[src/rtl/bn_apply.sv]
// Batch-norm apply: streams LEN samples per filter through y = sat((x*p + q) >>> FRAC),
// fetching per-filter p/q from an external weight memory before each filter.
module bn_apply #(
  parameter int unsigned NUM_FILTERS = 10,
  parameter int unsigned LEN         = 64,
  parameter int unsigned FRAC        = 14
) (
  input  logic               clk,
  input  logic               rst,
  input  logic               start,
  output logic               busy,
  output logic               done,
  output logic               w_start,
  output logic [3:0]         w_filter,
  input  logic signed [15:0] w_p,
  input  logic signed [31:0] w_q,
  input  logic               w_done,
  input  logic               in_valid,
  output logic               in_ready,
  input  logic signed [15:0] in_data,
  output logic               out_valid,
  input  logic               out_ready,
  output logic signed [15:0] out_data,
  output logic [3:0]         out_filter
);

  typedef enum logic [2:0] {IDLE, LOAD, RUN, DRAIN, FIN} state_e;

  localparam logic [15:0]        LastSample = 16'(LEN - 1);
  localparam logic [3:0]         LastFilter = 4'(NUM_FILTERS - 1);
  localparam logic signed [32:0] SatMax     = 33'sd32767;
  localparam logic signed [32:0] SatMin     = -33'sd32768;

  state_e             state_q;
  logic [15:0]        sample_q;
  logic [3:0]         filter_q;
  logic signed [15:0] p_q;
  logic signed [31:0] q_q;

  logic               v1_q;
  logic signed [31:0] prod1_q;
  logic signed [31:0] q1_q;
  logic [3:0]         tag1_q;

  logic               adv;
  logic               xfer;
  logic signed [31:0] prod_n;
  logic signed [32:0] sum_n;
  logic signed [32:0] shr_n;
  logic signed [15:0] sat_n;

  assign adv      = !out_valid || out_ready;
  assign in_ready = !rst && (state_q == RUN) && adv;
  assign xfer     = in_valid && in_ready;
  assign w_filter = filter_q;

  always_ff @(posedge clk) begin
    if (rst) begin
      state_q  <= IDLE;
      sample_q <= '0;
      filter_q <= '0;
      p_q      <= '0;
      q_q      <= '0;
      busy     <= 1'b0;
      done     <= 1'b0;
      w_start  <= 1'b0;
    end else begin
      done <= 1'b0;
      case (state_q)
        IDLE: begin
          if (start) begin
            sample_q <= '0;
            filter_q <= '0;
            busy     <= 1'b1;
            w_start  <= 1'b1;
            state_q  <= LOAD;
          end
        end
        LOAD: begin
          if (w_done) begin
            p_q     <= w_p;
            q_q     <= w_q;
            w_start <= 1'b0;
            state_q <= RUN;
          end
        end
        RUN: begin
          if (xfer) begin
            if (sample_q == LastSample) begin
              sample_q <= '0;
              if (filter_q == LastFilter) begin
                state_q <= DRAIN;
              end else begin
                filter_q <= filter_q + 4'd1;
                w_start  <= 1'b1;
                state_q  <= LOAD;
              end
            end else begin
              sample_q <= sample_q + 16'd1;
            end
          end
        end
        DRAIN: begin
          // Leave as soon as both valids are known to be clear after this edge, so done
          // lands in the cycle right after the last output handshake.
          if (!v1_q && adv) begin
            done    <= 1'b1;
            state_q <= FIN;
          end
        end
        FIN: begin
          busy    <= 1'b0;
          state_q <= IDLE;
        end
        default: state_q <= IDLE;
      endcase
    end
  end

  assign prod_n = $signed({{16{in_data[15]}}, in_data}) * $signed({{16{p_q[15]}}, p_q});
  assign sum_n  = $signed({prod1_q[31], prod1_q}) + $signed({q1_q[31], q1_q});
  assign shr_n  = sum_n >>> FRAC;

  always_comb begin
    sat_n = shr_n[15:0];
    if (shr_n > SatMax) begin
      sat_n = 16'sh7fff;
    end else if (shr_n < SatMin) begin
      sat_n = 16'sh8000;
    end
  end

  // q travels with its product so a reload in LOAD cannot touch samples still in flight.
  always_ff @(posedge clk) begin
    if (rst) begin
      v1_q       <= 1'b0;
      prod1_q    <= '0;
      q1_q       <= '0;
      tag1_q     <= '0;
      out_valid  <= 1'b0;
      out_data   <= '0;
      out_filter <= '0;
    end else if (adv) begin
      v1_q       <= xfer;
      prod1_q    <= prod_n;
      q1_q       <= q_q;
      tag1_q     <= filter_q;
      out_valid  <= v1_q;
      out_data   <= sat_n;
      out_filter <= tag1_q;
    end
  end

endmodule

[config.mk]
export PLATFORM = sky130hd
export DESIGN_NAME = bn_apply
export DESIGN_NICKNAME = d
export VERILOG_FILES = /design/src/rtl/bn_apply.sv
export SDC_FILE = /design/constraint.sdc
export NUM_CORES = 1
export LEC_CHECK = 0
export CORE_MARGIN = 2
export CORE_UTILIZATION = 40
export DETAILED_ROUTE_END_ITERATION = 8
export DONT_BUFFER_PORTS = 1
export HOLD_SLACK_MARGIN = 0.15
export SETUP_SLACK_MARGIN = 0.1
export SLEW_MARGIN = 30
export SYNTH_ARGS = -nofsm -noshare
export SYNTH_HDL_FRONTEND = slang
export SYNTH_SLANG_ARGS = --single-unit
[constraint.sdc]
create_clock -name clk -period 8.68 [get_ports clk]
set_clock_uncertainty 0.1 [all_clocks]
set_input_delay 2.604 -clock clk [delete_from_list [all_inputs] [get_ports clk]]
set_output_delay 2.604 -clock clk [all_outputs]
set_load 0.05 [all_outputs]
# After elaboration in Yosys (flattened, before gate mapping)
# Cells that the tools add are included.
[op_classes]
addsub = 3
n_mul = 1
order_cmp = 2
eq_ne = 12
n_mux = 26
bitwise_logic = 1
n_reduce_logical = 19
[op_table]
columns = ["cell", "n"]
rows = [
  ["16-bit two-way mux", 5],
  ["32-bit by 32-bit adder with 33-bit output", 1],
  ["16-bit by 16-bit multiplier with 32-bit output", 1],
  ["16-bit case mux with 2 select lines", 1],
  ["19-bit by 16-bit > comparator with 1-bit output (second input constant)", 1],
  ["19-bit by 16-bit < comparator with 1-bit output (second input constant)", 1],
  ["16-bit by 1-bit adder with 16-bit output (second input constant)", 1],
  ["16-bit by 6-bit equality test with 1-bit output (second input constant)", 1],
  ["4-bit two-way mux", 4],
  ["3-bit two-way mux", 5],
  ["3-bit case mux with 4 select lines", 1],
  ["2-bit inequality test (second input constant)", 5],
  ["5-bit AND reduction", 2],
  ["4-bit case mux with 2 select lines", 1],
  ["3-bit by 2-bit equality test with 1-bit output (second input constant)", 2],
  ["1-bit two-way mux", 6],
  ["6-bit AND reduction", 1],
  ["4-bit by 1-bit adder with 4-bit output (second input constant)", 1],
  ["4-bit equality test (second input constant)", 1],
  ["1-bit logical AND", 4],
  ["2-bit AND reduction", 2],
  ["2-bit nonzero test", 2],
  ["3-bit by 1-bit equality test with 1-bit output (second input constant)", 1],
  ["3-bit equality test (second input constant)", 1],
  ["11 further kinds", 13],
]
[totals]
ff_bits = 164
input_bits = 70
out_inout_bits = 29
wordCells = 79

# Longest topological paths before layout
[depth]
word_depth = 6
mapped_depth = 26
mapped_depth_nobuf = 25

# Worst setup path after synthesis
# OpenSTA, ideal clock, no wires.
[synth_timing]
path_kind = "input port to flip-flop"
startpoint = "input in_data[15]"
endpoint = "register prod1_q[29]"
t_arrival_ns = 8.437
required_time_ns = 8.463
setup_slack_ns = 0.025
path_stages = 24
path_buffers = 1
path_cell_list = "clkbuf_1 nand2_1 inv_1 fa_1 inv_1 fa_1 inv_1 fa_1 fa_1 fa_1 inv_1 fa_1 inv_1 ha_1 nand3_1 nor2_1 and3_1 a32oi_1 a31o_2 a21oi_1 o31a_1 o21a_1 or3_1 a32o_1"
[synth_via]
elab_chain_cells = 1
[synth_rtl]
columns = ["element", "line_no", "source"]
rows = [
  ["from (decl)", "20", "input logic signed [15:0] in_data,"],
  ["16-bit by 16-bit multiplier with 32-bit output", "120", "assign prod_n = $signed({{16{in_data[15]}}, in_data}) * $signed({{16{p_q[15]}}, p_q});"],
  ["to (signal assigned)", "145", "prod1_q <= prod_n;"],
  ["to (decl)", "41", "logic signed [31:0] prod1_q;"],
]
# No other way between the ends.
# A chain may end at the register's enable or synchronous reset.

# Final worst setup path
[layout_timing]
startpoint = "input in_data[15]"
endpoint = "register prod1_q[31]"
# Same word-level chain as after synthesis.

==> results.sh <==
export IMPL_status="complete, no violations"
export IMPL_drc=0
export IMPL_grt_overflow_total=0
export IMPL_postSynthAreaPerCell_um2=8.54
export IMPL_io_buffers=0
export IMPL_maxSlewViolCount=0
export IMPL_dp_hpwl_um=34000
export IMPL_ctsHtreeMaxLevel=4
export IMPL_muxShareOfSynthArea_pct=0.357
export IMPL_timing_hold_ws_ns=0.352
export IMPL_ys_types=68
export IMPL_leakage_nw=8.55
export IMPL_rsz0062_at_grt="no"
export IMPL_synth_fa_ha_area_share_pct=39.0
export IMPL_ys_seq_elements=164
export IMPL_p_per_area_mw_per_mm2=216
export IMPL_setup_viol=0
export IMPL_setup_slack_ns=0.438
export IMPL_period_needed_ns=8.24
export IMPL_grt_use_total_pct=20.5
export IMPL_synthXorXnorAreaFrac_pct=3.16
export IMPL_seq_area_frac_synth_pct=19.1
export IMPL_grt_pass1_wl_um=72200
export IMPL_start_util_pct=40.8
export IMPL_vias_per_cell=5.19
export IMPL_cts_made_buffers=17
export IMPL_synth_top_family_by_area="adder cells"
export IMPL_die_area_mm2=0.0446
export IMPL_clk_pin_slew_ns=0.06
export IMPL_antenna_found_initial=0
export IMPL_cp_max_fo=16
export IMPL_worstSetupPathType="in2reg"
export IMPL_clk_latency_ns=0.45
export IMPL_synth_cells=2013
export IMPL_fin_cells=2513
export IMPL_coreArea_mm2=0.0421
export IMPL_die_y_um=211
export IMPL_ios=99
export IMPL_cap_violations=0
export IMPL_synth_edf_count=0
export IMPL_root_buffer="clkbuf_16"
export IMPL_firstDrtPassIters=5
export IMPL_placed_cells=2481
export IMPL_hold_path_class="reg2reg"
export IMPL_power_mw=3.96
export IMPL_cp_arrival_ns=8.47
export IMPL_vias=13052
export IMPL_ant_nets=0
export IMPL_final_cell_mix="nand2_1, inv_1, fa_1, a21oi_1, dfxtp_1"
export IMPL_die_x_um=211
export IMPL_wire_per_inst_um=17.2
export IMPL_ys_flop_type="dfxtp_1"
export IMPL_drt_total_wl_um=43100
export IMPL_pre_cts_ws_ns=0.0137
export IMPL_diodes=0
export IMPL_required_ns=8.90
export IMPL_drt_iter0_drc=771
export IMPL_area_growth_synth_to_final_pct=6.49
export IMPL_clockBufferDepth=2
export IMPL_syn_area_mm2=0.0172
export IMPL_clock_sinks=164
export IMPL_finalWeightedCongestion=0.919
export IMPL_worst_pin_slew_ns=1.02
export IMPL_peakVddDrop_mv=0.221
export IMPL_final_hold_viol_count=0
export IMPL_nFillCells=4178
export IMPL_max_slew_margin_rel_pct=31.6
export IMPL_cts_hold_buffers=0
export IMPL_grt_pass1_vias=13924
export IMPL_finalCritPeriodShare_pct=95.0
export IMPL_layout_commonest_cell="nand2_1"
export IMPL_ys_warn_count=0
export IMPL_layout_drive_gt1_share_pct=3.55
export IMPL_cp_end_kind="flop"
export IMPL_cts_tree="done"
export IMPL_synth_compound_area_share_pct=11.6
export IMPL_rows=75
export IMPL_syn_nets=2461
export IMPL_synthSimpleGateAreaFrac_pct=17.7
export IMPL_grt_max_degree=136
export IMPL_nNetsFinal=2409
export IMPL_ys_async_sr_fraction_pct=0
export IMPL_start_kind="input port"
export IMPL_fmax_mhz=121
export IMPL_fin_setup_tns_ns=0
[logic make-up (layout without fill, tap and decap cells)]
logic type                 Yosys count  count (layout)
and+or+nand+nor                    671             671
DFF                                164             164
xor gates and xnor gates            62              62
muxes                                6               6
AOI/OAI and AO/OA                  319             319
buffers and inverters              413             374
adders and majority gates          378             378
[report_power, final]
part | switching (mW) | internal [mW]
combinational | 1.18 | 0.868
clock | 0.350 | 0.410
sequential | 0.275 | 0.878
[critical path, stage by stage]
cell and delay (ns):
and2_1 0.16, fa_1 0.57, inv_2 0.09, fa_1 0.54
inv_1 0.06, fa_1 0.52, fa_1 0.44, fa_1 0.55
inv_1 0.05, fa_1 0.52, inv_1 0.04, ha_1 0.33
nand2_1 0.15, nor2_1 0.07, and3_1 0.18, a32oi_1 0.17
a31o_2 0.20, a21oi_1 0.09, o31a_1 0.32, o41ai_1 0.34
nor4b_1 0.10, a2111oi_1 0.37
[per-stage QoR]
step	utilization (%)	cell area (um^2)
6_report	43.4	18300
5_1_grt	43.4	18300
4_1_cts	43.4	18300
3_5_place_dp	42.0	17700
3_3_place_gp	41.9	17700
2_1_floorplan	-	17200
[synthesized netlist by cell type (7+ instances only)]
cell type | count | area, um^2
a211oi_1 | 17 | 128
and3_1 | 9 | 56.3
nand2b_1 | 14 | 87.6
a221o_1 | 10 | 100
nand2_1 | 381 | 1430
a31oi_1 | 8 | 50.1
a21o_1 | 32 | 240
nor2b_1 | 7 | 43.8
ha_1 | 116 | 1450
inv_1 | 324 | 1220
dfxtp_1 | 164 | 3280
nand3_1 | 16 | 80.1
and2_1 | 121 | 757
o21ai_0 | 30 | 150
nor2_1 | 79 | 297
xor2_1 | 27 | 236
a21oi_1 | 164 | 821
fa_1 | 262 | 5250
xnor2_1 | 35 | 307
nand4_1 | 10 | 62.6
nor3_1 | 12 | 60.1
o21a_1 | 7 | 52.6
clkbuf_1 | 82 | 308
[state kept, by name (all words and copies together), names as in the netlist]
signal,cells
done,1
busy,1
sample_q,16
out_valid,1
prod1_q,32
v1_q,1
out_filter,4
out_data,16
tag1_q,4
w_filter,4
w_start,1
q1_q,32
q_q,32
state_q,3
p_q,16
[worst paths after layout]
| path | startpoint | end | slack [ns] | cells after the start |
|---|---|---|---|---|
| worst max-delay path | in_data[15] | prod1_q[31] | 0.44 | 22 |
| worst min-delay path | tag1_q[0] | tag1_q[0] | 0.35 | 2 |
| worst max register to register | p_q[1] | prod1_q[31] | 1.57 | 23 |
| worst min register to register | tag1_q[0] | tag1_q[0] | 0.35 | 2 |
[what timing repair did]
action / 4_1_cts / 5_1_grt
setup buffers: 0 / 0
setup endpoints to repair: 0 / 1
gates resized for setup: 0 / 1
[layout make-up]
cell class	count	area [um^2]	area share [%]
clock inverters	14	164	0.896
repair buffers	18	155	0.848
clock buffers	18	429	2.35
multi-input cells	1436	12400	67.6
inverters	324	1220	6.65
flip-flops and latches	164	3280	17.9
well taps	539	674	3.69
[metal layers]
layer  GRT usage (%)  wire length [um]  vias up
met4            4.83               633        0
met2            34.9             20800      234
li1                -                 -     6233
met1            27.4             19800     6542
met3            3.21              1950       43
met5               0                 0        -
No activity file was read; power rests on OpenSTA's default activity.
